`src/rtl/uart_tx_pkg.sv`:
```
// -----------------------------------------------------------------------------
// uart_tx_pkg
// Shared types and helpers for the UART transmit framer.
//   tx_state_e : framer FSM states
//   parity_e   : encoding of the parity_mode input (2'b11 also means no parity)
//   idx_width  : width of the data-bit index for a given data width
//   parity_on  : true when a parity_mode value requests a parity bit
// -----------------------------------------------------------------------------
package uart_tx_pkg;

    typedef enum logic [2:0] {
        IDLE   = 3'd0,
        ALIGN  = 3'd1,
        START  = 3'd2,
        DATA   = 3'd3,
        PARITY = 3'd4,
        STOP   = 3'd5
    } tx_state_e;

    typedef enum logic [1:0] {
        PAR_NONE = 2'b00,
        PAR_ODD  = 2'b01,
        PAR_EVEN = 2'b10
    } parity_e;

    function automatic int idx_width(input int data_width);
        return $clog2(data_width);
    endfunction

    // 2'b11 is an alias for "no parity", so only the two explicit modes count.
    function automatic logic parity_on(input logic [1:0] mode);
        return (mode == PAR_ODD) || (mode == PAR_EVEN);
    endfunction

endpackage

```
`src/rtl/uart_tx_tick.sv`:
```
// -----------------------------------------------------------------------------
// uart_tx_tick
// Converts the level baud clock into one-clk-wide bit ticks on its rising edge.
// Ports:
//   clk      in  system clock
//   rst      in  asynchronous active-high reset
//   baud_clk in  level baud clock, synchronous to clk
//   tick     out high for one clk cycle per baud_clk rising edge
// -----------------------------------------------------------------------------
module uart_tx_tick
    import uart_tx_pkg::*;
(
    input  logic clk,
    input  logic rst,
    input  logic baud_clk,
    output logic tick
);

    logic baud_q;
    logic baud_d;

    always_comb begin
        baud_d = baud_clk;
    end

    always_ff @(posedge clk or posedge rst) begin
        if (rst) begin
            baud_q <= 1'b0;
        end else begin
            baud_q <= baud_d;
        end
    end

    // baud_clk is already synchronous to clk, so the live level against its
    // one-cycle-old copy gives the rising edge without extra latency.
    assign tick = baud_clk & ~baud_q;

endmodule

```
`src/rtl/uart_tx_frame.sv`:
```
// -----------------------------------------------------------------------------
// uart_tx_frame
// UART transmit framer: accepts one word per valid/ready handshake and sends
// start bit, DATA_WIDTH data bits LSB first, optional parity, 1 or 2 stop bits.
// Every bit lasts one baud_clk period; all state runs on clk.
// Parameters:
//   DATA_WIDTH   data bits per frame (5..9)
// Ports:
//   clk          in   system clock
//   rst          in   asynchronous active-high reset
//   baud_clk     in   level baud clock from the TX baud generator
//   tx_data      in   word to send, sampled on handshake
//   tx_valid     in   a word is offered
//   tx_ready     out  framer is idle and can accept a word
//   parity_mode  in   00 none, 01 odd, 10 even, 11 none; sampled on handshake
//   two_stop     in   0 one stop bit, 1 two stop bits; sampled on handshake
//   tx           out  serial line, idles high
//   busy         out  frame accepted and not yet completed
//   done         out  one-cycle pulse when the last stop bit ends
// -----------------------------------------------------------------------------
module uart_tx_frame
    import uart_tx_pkg::*;
#(
    parameter int DATA_WIDTH = 8
) (
    input  logic                  clk,
    input  logic                  rst,
    input  logic                  baud_clk,
    input  logic [DATA_WIDTH-1:0] tx_data,
    input  logic                  tx_valid,
    output logic                  tx_ready,
    input  logic [1:0]            parity_mode,
    input  logic                  two_stop,
    output logic                  tx,
    output logic                  busy,
    output logic                  done
);

    localparam int              IDX_W    = idx_width(DATA_WIDTH);
    localparam logic [IDX_W-1:0] LAST_IDX = IDX_W'(DATA_WIDTH - 1);

    logic tick;

    uart_tx_tick u_tick (
        .clk      (clk),
        .rst      (rst),
        .baud_clk (baud_clk),
        .tick     (tick)
    );

    tx_state_e             state_q,    state_d;
    logic [DATA_WIDTH-1:0] shreg_q,    shreg_d;
    logic [IDX_W-1:0]      idx_q,      idx_d;
    logic                  par_acc_q,  par_acc_d;
    logic [1:0]            par_mode_q, par_mode_d;
    logic                  two_stop_q, two_stop_d;
    logic                  stop_cnt_q, stop_cnt_d;
    logic                  tx_q,       tx_d;
    logic                  ready_q,    ready_d;
    logic                  busy_q,     busy_d;
    logic                  done_q,     done_d;

    logic accept;

    // ready_q is only high in IDLE, so this also ignores tx_valid while busy.
    assign accept = tx_valid & ready_q;

    always_comb begin
        state_d    = state_q;
        shreg_d    = shreg_q;
        idx_d      = idx_q;
        par_acc_d  = par_acc_q;
        par_mode_d = par_mode_q;
        two_stop_d = two_stop_q;
        stop_cnt_d = stop_cnt_q;
        done_d     = 1'b0;

        case (state_q)
            IDLE: begin
                // A tick coinciding with the handshake is deliberately not
                // used: ALIGN waits for the next one so the start bit is full.
                if (accept) begin
                    shreg_d    = tx_data;
                    par_mode_d = parity_mode;
                    two_stop_d = two_stop;
                    par_acc_d  = 1'b0;
                    idx_d      = '0;
                    stop_cnt_d = 1'b0;
                    state_d    = ALIGN;
                end
            end
            ALIGN: begin
                if (tick) begin
                    state_d = START;
                end
            end
            START: begin
                if (tick) begin
                    idx_d   = '0;
                    state_d = DATA;
                end
            end
            DATA: begin
                if (tick) begin
                    // Parity is accumulated from the bits as they leave, so
                    // no separate copy of the word is kept.
                    par_acc_d = par_acc_q ^ shreg_q[0];
                    shreg_d   = {1'b0, shreg_q[DATA_WIDTH-1:1]};
                    if (idx_q == LAST_IDX) begin
                        idx_d      = '0;
                        stop_cnt_d = 1'b0;
                        state_d    = parity_on(par_mode_q) ? PARITY : STOP;
                    end else begin
                        idx_d = idx_q + 1'b1;
                    end
                end
            end
            PARITY: begin
                if (tick) begin
                    stop_cnt_d = 1'b0;
                    state_d    = STOP;
                end
            end
            STOP: begin
                if (tick) begin
                    if (two_stop_q && !stop_cnt_q) begin
                        stop_cnt_d = 1'b1;
                    end else begin
                        state_d = IDLE;
                        done_d  = 1'b1;
                    end
                end
            end
            default: begin
                state_d = IDLE;
            end
        endcase
    end

    // Outputs are decoded from the next state so that the registered tx
    // changes on the very edge that consumes the tick.
    always_comb begin
        tx_d = 1'b1;
        case (state_d)
            START:   tx_d = 1'b0;
            DATA:    tx_d = shreg_d[0];
            PARITY:  tx_d = (par_mode_q == PAR_EVEN) ? par_acc_d : ~par_acc_d;
            default: tx_d = 1'b1;
        endcase
        ready_d = (state_d == IDLE);
        busy_d  = (state_d != IDLE);
    end

    always_ff @(posedge clk or posedge rst) begin
        if (rst) begin
            state_q    <= IDLE;
            shreg_q    <= '0;
            idx_q      <= '0;
            par_acc_q  <= 1'b0;
            par_mode_q <= 2'b00;
            two_stop_q <= 1'b0;
            stop_cnt_q <= 1'b0;
            tx_q       <= 1'b1;
            ready_q    <= 1'b1;
            busy_q     <= 1'b0;
            done_q     <= 1'b0;
        end else begin
            state_q    <= state_d;
            shreg_q    <= shreg_d;
            idx_q      <= idx_d;
            par_acc_q  <= par_acc_d;
            par_mode_q <= par_mode_d;
            two_stop_q <= two_stop_d;
            stop_cnt_q <= stop_cnt_d;
            tx_q       <= tx_d;
            ready_q    <= ready_d;
            busy_q     <= busy_d;
            done_q     <= done_d;
        end
    end

    assign tx       = tx_q;
    assign tx_ready = ready_q;
    assign busy     = busy_q;
    assign done     = done_q;

endmodule

```
`config.mk`:
```
export PLATFORM = sky130hd
export DESIGN_NAME = uart_tx_frame
export DESIGN_NICKNAME = d
export VERILOG_FILES = /design/src/rtl/uart_tx_pkg.sv /design/src/rtl/uart_tx_tick.sv /design/src/rtl/uart_tx_frame.sv
export SDC_FILE = /design/constraint.sdc
export NUM_CORES = 1
export LEC_CHECK = 0
export BUFFER_PORTS_ARGS = -buffer_cell sky130_fd_sc_hd__buf_4
export CAP_MARGIN = 20
export CELL_PAD_IN_SITES_DETAIL_PLACEMENT = 1
export CELL_PAD_IN_SITES_GLOBAL_PLACEMENT = 1
export CORE_MARGIN = 2
export CORE_UTILIZATION = 46
export DETAILED_ROUTE_END_ITERATION = 8
export PLACE_DENSITY_LB_ADDON = 0.15
export SYNTH_ARGS = -nofsm -noshare
export SYNTH_HDL_FRONTEND = slang
export SYNTH_HIERARCHICAL = 1
export SYNTH_SLANG_ARGS = --single-unit
```
`constraint.sdc`:
```
create_clock -name clk -period 3.2 [get_ports clk]
set_input_delay 0.32 -clock clk [delete_from_list [all_inputs] [get_ports clk]]
set_output_delay 0.32 -clock clk [all_outputs]
set_load 0.03 [all_outputs]
```
# Word level (Yosys, flattened, before mapping)
# Cells that the tools add are included.
[totals]
ff_bits = 24
in_bits = 15
out_inout_bits = 4
word_cells = 83
[op_classes]
add_sub_neg = 1
n_eq_ne = 18
muxes = 33
bitwise_logic = 5
n_reduce_logical = 13
[ops]
columns = ["op", "n"]
rows = [
  ["$mux 3", 12],
  ["$pmux 3 s6", 1],
  ["$mux 8", 2],
  ["$pmux 8 s2", 1],
  ["$ne 2x2->1 const B", 7],
  ["$mux 1", 13],
  ["$eq 3x2->1 const B", 4],
  ["$eq 3x3->1 const B", 4],
  ["$pmux 3 s3", 1],
  ["$reduce_and 7->1", 1],
  ["$logic_not 3->1", 2],
  ["$reduce_bool 3->1", 2],
  ["$pmux 1 s4", 1],
  ["$reduce_and 4->1", 1],
  ["$reduce_bool 4->1", 1],
  ["$add 3x1->3 const B", 1],
  ["$eq 3x1->1 const B", 1],
  ["$pmux 1 s3", 1],
  ["$reduce_and 3->1", 1],
  ["$and 1x1->1", 2],
  ["$eq 2x1->1 const B", 1],
  ["$eq 2x2->1 const B", 1],
  ["$not 1->1", 2],
  ["$pmux 1 s2", 1],
  ["6 further kinds", 6],
]

# Logic depth before layout (Yosys ltp)
# Gate-level depths: netlist of the first run.
[depth]
ltp_word = 8
ltp_mapped = 6
mapped_depth_nobuf = 6

# Hierarchy
# The synthesis of the first run kept the hierarchy.
[modules_own_cells]
columns = ["mod", "instances", "cells_each", "area_per_inst_um2", "seq_area_each_um2"]
rows = [
  ["uart_tx_frame", 1, 134, 1312.5, 578.1],
  ["uart_tx_tick", 1, 3, 42.5, 25.0],
]

# Least setup slack after synthesis of the first run
# Ideal clock, no wire load.
[synth_path]
path_type = "reg-to-reg"
start = "reg idx_q[0]"
end = "reg tx_q, in the netlist tx"
setup_time_ns = 0.089
arrival_ns = 1.610
t_required_ns = 3.111
slack_ns = 1.500
stages_incl_launch_ff = 7
n_path_buf = 0
period_less_slack_ns = 1.700
path_cell_list = "dfrtp_1 ha_1 ha_1 and4b_1 nor4_1 a21oi_1 a311oi_2"
[synth_between]
elab_chain_cells = 6
elab_cells_between_ends = 8
cone_classes = "4 x eq/ne; 4 x mux"
[synth_rtl]
columns = ["element", "line", "source"]
rows = [
  ["start: declaration", "uart_tx_frame.sv:53", "logic [IDX_W-1:0] idx_q, idx_d;"],
  ["start signal: assignment", "uart_tx_frame.sv:170", "idx_q <= idx_d;"],
  ["$eq 3x3->1 (*)", "uart_tx_frame.sv:109", "if (idx_q == LAST_IDX) begin"],
  ["$mux 3 (*)", "uart_tx_frame.sv:109", ""],
  ["$mux 3 (*)", "uart_tx_frame.sv:104", "if (tick) begin"],
  ["$pmux 3 s6 (*)", "uart_tx_frame.sv:78", "case (state_q)"],
  ["$eq 3x3->1 or $eq 3x2->1 (tied branches)", "uart_tx_frame.sv:144", "case (state_d)"],
  ["$pmux 1 s3 (*)", "uart_tx_frame.sv:144", ""],
  ["net tx_d", "uart_tx_frame.sv:58", "logic tx_q, tx_d;"],
  ["end signal: assignment", "uart_tx_frame.sv:175", "tx_q <= tx_d;"],
  ["end: declaration", "uart_tx_frame.sv:58", ""],
]
# Mark *: on every way through the listed nets, which the timed path passes. The rest lies on a longest branch.
# A chain may end at the register's enable or synchronous reset.

# Final worst setup path of the first run
[layout_path]
start = "reg state_q[1]"
end = "reg par_mode_q[1]"
[layout_between]
elab_chain_cells = 2
[layout_rtl]
columns = ["element", "line", "source"]
rows = [
  ["start: declaration", "uart_tx_frame.sv:51", "tx_state_e state_q, state_d;"],
  ["start signal: assignment", "uart_tx_frame.sv:168", "state_q <= state_d;"],
  ["$logic_not 3->1", "uart_tx_frame.sv:78", ""],
  ["$reduce_and 2->1 (no source line)", "--", ""],
  ["end signal: assignment", "uart_tx_frame.sv:172", "par_mode_q <= par_mode_d;"],
  ["end: declaration", "uart_tx_frame.sv:55", "logic [1:0] par_mode_q, par_mode_d;"],
]
# No other way between the ends.

==> results of run 1 <==
-- state kept, by name, indices dropped and copies added, names as in the netlist --
register and cells:
shreg_q 8, idx_q 3, state_q 3, par_mode_q 2, busy 1, done 1
par_acc_q 1, stop_cnt_q 1, two_stop_q 1, tx 1, tx_ready 1, u_tick/baud_q 1
-- placed cells by master (no fill, tap or decap), types with 2 or more instances in the layout --
cell,synthesis,routed
a211oi_1,2,2
a21o_1,2,2
a21oi_1,4,4
a22oi_1,6,6
and2_1,2,2
and3_1,2,2
buf_4,4,18
clkbuf_4,0,3
dfrtp_1,22,22
dfstp_2,2,2
ha_1,4,4
inv_1,17,17
mux2_2,3,3
nand2_1,8,8
nand2b_1,5,5
nand3_1,5,5
nand3b_1,2,2
nor2_1,9,9
nor2b_1,2,2
nor4_1,2,2
o21ai_0,11,11
o22ai_1,2,2
o2bb2ai_1,2,2
-- logic make-up after synthesis --
family	Yosys count	share of synthesized area
buffers and inverters	23	0.0813
multiplexers	3	0.0249
flip-flops	24	0.445
AND/OR/NAND/NOR	43	0.195
XOR/XNOR	1	0.00646
adder cells (fa/ha/maj)	4	0.0369
AO/OA/AOI/OAI	39	0.211
-- worst paths after layout --
check	from	to	slack [ns]	depth (start not counted)
setup / recovery	state_q[1]	par_mode_q[1]	1.19	3
hold / removal	baud_clk	u_tick/baud_q	0.11	1
setup reg to reg	state_q[1]	par_mode_q[1]	1.19	3
hold reg to reg	stop_cnt_q	stop_cnt_q	0.52	1
max in group asynchronous	rst	state_q[0]	1.88	3
min in group asynchronous	rst	u_tick/baud_q	0.39	3
-- where the power goes --
group,switching [W],internal (W)
sequential,0.0000877,0.000388
combinational,0.000193,0.000172
clock,0.0000932,0.0000440
total,0.000374,0.000604
-- through the flow --
| step | setup WS [ns] | power (W) |
|---|---|---|
| 2_1_floorplan | 1.50 | 0.000752 |
| 3_3_place_gp | 1.32 | 0.000823 |
| 3_5_place_dp | 1.25 | 0.000847 |
| 4_1_cts | 1.23 | 0.000988 |
| 5_1_grt | 1.08 | 0.00106 |
| 6_report | 1.19 | 0.000978 |
-- final cells by class --
cell class / count / area, sq um / share of cell area
multi-input cells: 90 / 642 / 0.424
repair buffers: 19 / 145 / 0.0958
flip-flops and latches: 24 / 603 / 0.398
clock buffers: 3 / 22.5 / 0.0149
inverters: 17 / 63.8 / 0.0421
well taps: 31 / 38.8 / 0.0256
-- critical path, stage by stage (launching register included) --
cell and delay, ns:
dfrtp_1 0.52, nand4bb_4 0.34, nor2_1 0.64, mux2_2 0.41
-- metal layers --
metal,up-vias,share of wire,track usage
li1,513,-,-
met3,2,0.031,0.0268
met4,0,0.0071,0.0831
met2,17,0.49,0.324
met5,-,0,0
met1,526,0.47,0.288
==> summary.md, run 1 <==
| Metric | Value |
|---|---|
| Netlist cell types | `41` |
| Largest net degree at the start of global routing | `24` |
| CTS root buf | `clkbuf_4` |
| CORE AREA | `2780 sq um` |
| Max_cap viols | `0` |
| Data arrival, critical path | `2.23 ns` |
| Post-synth net total | `156` |
| Non-filler cells, final | `184` |
| Max_slew headroom | `0.390` |
| Setup TNS | `0 ns` |
| Area leader, netlist | `dfrtp_1` |
| Cells after synthesis | `137` |
| Final period utilization | `0.628` |
| Layout cells sized above 1 | `0.209` |
| Sequential area share after synthesis | `0.445` |
| Placed cell count | `180` |
| Area Growth Syn to Fin | `11.8%` |
| Clk buf depth | `2` |
| Main synth FF type | `dfrtp_1` |
| Post-synth top cells | `dfrtp_1 (22), inv_1 (17), o21ai_0 (11), nor2_1 (9), nand2_1 (8)` |
| Dpl cell area | `1480 sq um` |
| Port Buffers | `18` |
| Tmin final | `2.01 ns` |
| Clock sinks | `24` |
| Length of the first detailed-routing pass in iterations | `4` |
| Critical path class | `register to register` |
| Number of flops mapped to enable cells by yosys | `0` |
| CTS tree | `built` |
| PostCTS Resize Cnt | `0` |
| Initial Util | `0.487` |
| Routed wire length | `3.11 mm` |
| Die W | `58.3 um` |
| ANT nets after route | `0` |
| Die Footprint | `3400 sq um` |
| Least-Margin Pin Slew | `0.914 ns` |
| Design Area, Final | `1520 sq um` |
| RSZ-0062 raised after global routing | `false` |
| Crit path launch type | `register` |
| CTS Buf Count | `3` |
| Clock latency on the worst-skew pair | `0.31 ns` |
| Syn. warnings | `6` |
| Hold WC Path Type | `input port to register` |
| Gp weighted congestion | `0.832` |
| Top post-synthesis cells by area | `dfrtp_1 (41%), inv_1 (4.7%), o21ai_0 (4.1%)` |
| Outcome | `finished, final reports clean` |
| Crit path capture type | `register` |
| Top-area cell type share of the netlist area | `0.406` |
| Final setup viols | `0` |
| Avg Inst Size Synth | `9.89 sq um` |
| Hold_ws | `0.113 ns` |
| Pwr per Cell Area | `645 nW/um^2` |
| Vias in the first global route | `1100` |
| Crit path max fanout | `12` |
| Hold Violations, Final | `0` |
| Final #Nets | `174` |
| Ant diodes | `0` |
| Die Y | `58.3 um` |
| CTS hold repair buffers | `1` |
| Post-Syn Area | `1360 sq um` |
| DRT iter0 DRCs | `22` |
| # fillers | `330` |
| Global-route wire length before repair | `5.29 mm` |
| Final core utilization | `0.545` |
| Via count | `1058` |
| # rows | `19` |
| Post-CTS Setup Inserts | `0` |
| CTS HTree Levels | `1` |
| FF+latch count, synth | `24` |
| Reg clk slew, reported paths | `0.14 ns` |
| Avg WL per Cell | `16.9 um` |
| I/O pins | `19` |
| Gr ovfl total | `0` |
| Initial antenna violation count | `0` |
| Via density | `5.75` |
| Asr flop ratio synth | `1.00` |
| Cell leakage power | `0.679 nW` |
| Worst vdd ir | `0.000376 V` |
| Total track usage | `0.206` |
| FMAX | `0.498 GHz` |
| Dpl hpwl | `2.26 mm` |
| # DRC | `0` |
| Critical Path RT | `3.42 ns` |
| Top-count cell post-synth | `dfrtp_1` |
| Pins Over Slew Limit | `0` |
| Fin Clk Skew | `0.00615 ns` |
(Power assumes the default switching activity.)
==> run 2, diff against run 1 <==
Settings changed: CORE_UTILIZATION 46 to 39.
Clock period 3.2 ns to 1.8 ns, I/O delays scaled along.
==> run 2 against run 1 <==
  * Count of clock-buffer cells in the layout is 1 higher
  * Final area rose by 9.2%
  * Die area increased by 17%
  * Sequential share of layout area shrank 3.4 points
  * Total power is 92% higher
  * Via count increased by 6.9%
  * Worst hold slack worse by 0.042 ns
  * Core utilization decreased by 4.9 points
  * Critical path depth up 5
  * Register-to-register slack lost 1.1 ns
  * Combinational power is 110% higher
==> summary.md, run 2 (same netlist as run 1, synthesis figures left out) <==
| Metric | Value |
|---|---|
| End of the critical path | `tx` |
| Switching Share | `0.364` |
| Final #Nets | `187` |
| Max reg flops | `8` |
| Critical path class | `input port to register` |
| Die Y | `62.9 um` |
| Area occupied by multi-input gates | `649 sq um` |
| Length of the first detailed-routing pass in iterations | `4` |
| Non-filler cells, final | `213` |
| Reg2reg end | `tx` |
| Dpl hpwl | `2.48 mm` |
| Hold_ws | `0.0711 ns` |
| Hold WC Path Type | `input port to register` |
| ANT nets after route | `0` |
| CTS Buf Count | `3` |
| Die W | `62.9 um` |
| # fillers | `406` |
| Flop pwr share | `0.445` |
| Clock sinks | `24` |
| Routed wire length | `3.26 mm` |
| Area Growth Syn to Fin | `22.2%` |
| Most frequent cells in the layout | `buf_4 (30), dfrtp_1 (22), inv_1 (17)` |
| CTS HTree Levels | `1` |
| Top cell by count, worst path | `buf_4` |
| Hold Violations, Final | `0` |
| # rows | `21` |
| CP startpoint | `baud_clk` |
| Commonest non-fill, non-tap cell in the layout | `buf_4` |
| R2r setup slk | `0.07 ns` |
| Largest Register | `shreg_q` |
| Layout cells sized above 1 | `0.281` |
| Slack of the critical path | `0.0565 ns` |
| Max stage delay on crit path | `0.53 ns` |
| Final core utilization | `0.496` |
| Critical Path RT | `2.03 ns` |
| Crit path max fanout | `8` |
| Final setup viols | `0` |
| Crit path capture type | `register` |
| Vias in the first global route | `1202` |
| Data arrival, critical path | `1.98 ns` |
| Avg WL per Cell | `15.3 um` |
| Comb pwr share | `0.403` |
| Final period utilization | `0.969` |
| Crit path launch type | `input port` |
| Via density | `5.31` |
| Buffers & Inverters on Critical Path | `3` |
| CP max-delay cell | `dlygate4sd3_1` |
| Largest net degree at the start of global routing | `24` |
| DRT iter0 DRCs | `30` |
| Cell leakage power | `0.749 nW` |
| Gr ovfl total | `0` |
| Die Footprint | `3960 sq um` |
| Critical Path Stages | `8` |
| Max_cap viols | `0` |
| Top delay family on crit path | `buffers and inverters` |
| Total power | `0.00188 W` |
| Largest regs | `shreg_q (8), idx_q (3), state_q (3)` |
| Least-Margin Pin Slew | `0.363 ns` |
| CTS tree | `built` |
| Gp weighted congestion | `0.768` |
| CTS root buf | `clkbuf_4` |
| Register area | `603 sq um` |
| Reg clk slew, reported paths | `0.13 ns` |
| Global-route wire length before repair | `5.51 mm` |
| Tmin final | `1.74 ns` |
| Placed cell count | `207` |
| Fin Clk Skew | `0.00493 ns` |
| Clk pwr share | `0.152` |
| Switch Pwr | `0.000682 W` |
| Port Buffers | `18` |
| CORE AREA | `3340 sq um` |
| Ant diodes | `0` |
| R2R Path Start | `idx_q[0]` |
| Total track usage | `0.177` |
| Clk buf depth | `2` |
| I/O pins | `19` |
| Critical path cell sequence | `dlygate4sd3_1 -> buf_4 -> nor2b_4 -> and4b_4 -> buf_4 -> a31oi_4 -> o211ai_1 -> a311oi_2` |
| Pins Over Slew Limit | `0` |
| Outcome | `finished, final reports clean` |
| Clock latency on the worst-skew pair | `0.31 ns` |
| Setup WS pre-CTS | `0.0300 ns` |
| # DRC | `0` |
| Pwr per Cell Area | `1130 nW/um^2` |
| Via count | `1131` |
| Internal power | `0.00119 W` |
| Initial antenna violation count | `0` |
| Initial Util | `0.406` |
| R2R cell count | `7` |
| Worst vdd ir | `0.000474 V` |
| FMAX | `0.574 GHz` |
| Max_slew headroom | `0.758` |
| HP Start | `tx_data[7]` |
-- run 2: cell count changes in the layout (fill, tap and decap cells not counted) --
| cell | previous run | this run |
|---|---|---|
| buf_4 | 18 | 30 |
| dlygate4sd3_1 | 1 | 2 |
| ha_2 | 0 | 1 |
| ha_1 | 4 | 3 |
| a211oi_2 | 0 | 1 |
| clkbuf_8 | 0 | 1 |
| a211oi_1 | 2 | 1 |
-- run 2: how the worst min path moves through the flow --
stage / cells after the start / slack, ns / end
2_1_floorplan: 1 / -0.09 / u_tick/baud_q
3_3_place_gp: 2 / 0.03 / u_tick/baud_q
3_5_place_dp: 2 / 0.03 / u_tick/baud_q
4_1_cts: 3 / 0.07 / shreg_q[7]
5_1_grt: 2 / 0.07 / two_stop_q
6_report: 3 / 0.07 / shreg_q[7]
-- run 2: layout make-up --
cell class	count	area share
well taps	46	0.0348
clock buffers	4	0.0219
multi-input cells	90	0.392
repair buffers	32	0.148
inverters	17	0.0385
flip-flops and latches	24	0.364
-- run 2: worst min-delay path, delay by kind of cell --
family | cells | cell delay [ns]
buffers and inverters | 1 | 0.07
AOI/OAI and AO/OA | 1 | 0.06
and+or+nand+nor | 1 | 0.04
-- run 2: power by group through the flow --
stage	clock network, W	registers, W	logic (W)
floorplan	0	0.000800	0.000537
global placement	0	0.000830	0.000706
CTS	0.000297	0.000832	0.000748
detailed placement	0	0.000844	0.000741
global route	0.000322	0.000865	0.000847
finish	0.000284	0.000835	0.000757
-- run 2: through the flow --
| stage | area [sq um] | TNS [ns] |
|---|---|---|
| after CTS | 1650 | 0 |
| after floorplan | 1360 | 0 |
| final | 1660 | 0 |
| after global routing | 1660 | -0.0149 |
| after detailed placement | 1590 | 0 |
| after global placement | 1590 | 0 |
-- run 2: routing by layer --
| metal | up-vias | wire length (um) | global-route usage |
|---|---|---|---|
| met2 | 17 | 1720 | 0.303 |
| met4 | 0 | 35 | 0.0750 |
| li1 | 544 | - | - |
| met1 | 566 | 1410 | 0.220 |
| met3 | 4 | 97 | 0.0270 |
| met5 | - | 0 | 0 |
-- run 2: repair_timing --
action	4_1_cts	5_1_grt
buffers inserted	0	0
resized for setup	0	2
endpoints found under the setup margin	1	3
hold buffers	2	0
hold endpoints to repair	23	0
pin swaps	1	0
==> run 3, diff against run 2 <==
Settings changed: ABC_AREA from default to 1, CORE_UTILIZATION 39 to 36.
==> run 3 against run 2 <==
  * First-iteration DRC count grew 93%
  * Fmax up 7.3%
  * Register-to-register slack improved by 0.11 ns
  * Worst hold slack worse by 0.035 ns
  * Final area shrank 6.0%
  * Sequential power rose by 9.8%
  * Die area grew 2.2%
  * Combinational power up 53%
  * Largest power group is now combinational logic
  * Total power increased by 24%
==> summary.md, run 3 <==
| Metric | Value |
|---|---|
| Outcome | `finished, final reports clean` |
| Main synth FF type | `dfrtp_1` |
| R2R Path Start | `state_q[2]` |
| Reg clk slew, reported paths | `0.14 ns` |
| Die Y | `63.6 um` |
| Max_cap viols | `0` |
| Die W | `63.6 um` |
| Largest Register | `shreg_q` |
| Clock sinks | `24` |
| CTS HTree Levels | `1` |
| Clk buf depth | `2` |
| # rows | `21` |
| Hold Violations, Final | `0` |
| Critical Path RT | `2.04 ns` |
| CP startpoint | `state_q[2]` |
| Area leader, netlist | `dfrtp_1` |
| Top-count cell post-synth | `nand2_1` |
| Initial Util | `0.381` |
| Largest regs | `shreg_q (8), idx_q (3), state_q (3)` |
| Gr ovfl total | `0` |
| Ant diodes | `0` |
| Design Area, Final | `1560 sq um` |
| DRT iter0 DRCs | `58` |
| Initial antenna violation count | `0` |
| FF+latch count, synth | `24` |
| FMAX | `0.615 GHz` |
| Largest net degree at the start of global routing | `24` |
| Tmin final | `1.62 ns` |
| Gp weighted congestion | `0.887` |
| Most frequent cells in the layout | `nand2_1 (60), inv_1 (24), dfrtp_1 (22)` |
| I/O pins | `19` |
| Avg Inst Size Synth | `7.44 sq um` |
| Max_slew headroom | `0.789` |
| Data arrival, critical path | `1.86 ns` |
| Number of flops mapped to enable cells by yosys | `0` |
| CORE AREA | `3360 sq um` |
| Avg WL per Cell | `13.0 um` |
| Critical path class | `register to register` |
| Asr flop ratio synth | `1.00` |
| Vias in the first global route | `1296` |
| Die Footprint | `4050 sq um` |
| Top cell by count, worst path | `inv_1` |
| Final period utilization | `0.903` |
| Top post-synthesis cells by area | `dfrtp_1 (43%), nand2_1 (18%), inv_1 (7.0%)` |
| Cell leakage power | `0.875 nW` |
| Post-synth top cells | `nand2_1 (60), inv_1 (24), dfrtp_1 (22), nor2_1 (18), nand3_1 (15)` |
| RSZ-0062 raised after global routing | `false` |
| Worst vdd ir | `0.000519 V` |
| Critical path cell sequence | `inv_2 -> nand3_1 -> nand2_1 -> inv_1 -> nor2_1 -> inv_1 -> a22o_1` |
| Max reg flops | `8` |
| Final #Nets | `217` |
| Dpl hpwl | `2.41 mm` |
| Netlist cell types | `19` |
| Layout cells sized above 1 | `0.157` |
| Port Buffers | `18` |
| # DRC | `0` |
| Commonest non-fill, non-tap cell in the layout | `nand2_1` |
| Crit path max fanout | `10` |
| Total power | `0.00233 W` |
| Dpl cell area | `1480 sq um` |
| Routed wire length | `3.15 mm` |
| Via count | `1195` |
| Clock latency on the worst-skew pair | `0.33 ns` |
| Area Growth Syn to Fin | `21.6%` |
| Max stage delay on crit path | `0.48 ns` |
| Placed cell count | `236` |
| ANT nets after route | `0` |
| Least-Margin Pin Slew | `0.316 ns` |
| # fillers | `458` |
| Final setup viols | `0` |
| HP Start | `two_stop` |
| CTS tree | `built` |
| Pwr per Cell Area | `1500 nW/um^2` |
| Non-filler cells, final | `243` |
| CP max-delay cell | `dfrtp_1` |
| Syn. warnings | `6` |
| Via density | `4.92` |
| Cells after synthesis | `172` |
| Top-area cell type share of the netlist area | `0.430` |
| Hold_ws | `0.0364 ns` |
| Total track usage | `0.183` |
| Fin Clk Skew | `0.00526 ns` |
| Post-synth net total | `191` |
| Length of the first detailed-routing pass in iterations | `4` |
| CTS Buf Count | `3` |
| Sequential area share after synthesis | `0.471` |
| Crit path launch type | `register` |
| Global-route wire length before repair | `5.66 mm` |
| Post-Syn Area | `1280 sq um` |
| Hold WC Path Type | `input port to register` |
| Crit path capture type | `register` |
| Pins Over Slew Limit | `0` |
| CTS root buf | `clkbuf_4` |
-- run 3: logic make-up after synthesis --
group | count (synthesis) | synth area share
AO/OA/AOI/OAI | 17 | 0.0890
flip-flops | 24 | 0.471
AND/OR/NAND/NOR | 100 | 0.320
buffers and inverters | 27 | 0.0811
adder cells (fa/ha/maj) | 4 | 0.0391
-- run 3: routing by layer --
metal	GRT usage	wire [um]	up-vias
li1	-	-	599
met1	0.209	1390	574
met2	0.325	1590	17
met3	0.0429	104	5
met4	0.0734	60	0
met5	0	0	-
-- run 3: area by class of cell --
cell class                 count  area (sq um)  share of cell area
clock buffer                   4          26.3              0.0169
inverter                      25          93.8              0.0603
multi-input combinational    121           598               0.384
sequential                    24           603               0.387
tap                           46          57.6              0.0370
timing repair buffer          23           178               0.114
-- run 3: critical path: cells and delay by family (launching register included) --
family	cells	cell delay (ns)
flops	1	0.48
compound gates	1	0.20
buf+inv	3	0.35
simple gates	3	0.50
-- run 3: metrics by stage --
step                      setup TNS [ns]  utilization  setup slack [ns]
after floorplan                        0            -             0.396
after CTS                              0        0.455            0.0549
after global placement                 0        0.439            0.0428
final                                  0        0.463             0.175
after global routing                   0        0.463            0.0280
after detailed placement        -0.00748        0.439          -0.00748
-- run 3: final timing paths --
path                       cells after the start  slack (ns)       endpoint
min reg2reg                                    2        0.49     shreg_q[4]
min                                            3        0.04     two_stop_q
min in group asynchronous                      3        0.22  u_tick/baud_q
max in group asynchronous                      4        1.07             tx
max                                            7        0.18     shreg_q[7]
max reg2reg                                    7        0.18     shreg_q[7]
-- run 3: timing repair --
item / 4_1_cts / 5_1_grt
pin swaps: 0 / 1
setup buffers: 0 / 1
resized for setup: 1 / 4
setup endpoints to repair: 1 / 5
hold buffers: 2 / 0
endpoints found under the hold margin: 23 / 0
-- run 3: power breakdown --
group	switching (W)	internal [W]
combinational	0.000756	0.000402
sequential	0.000149	0.000768
clock	0.000171	0.0000870
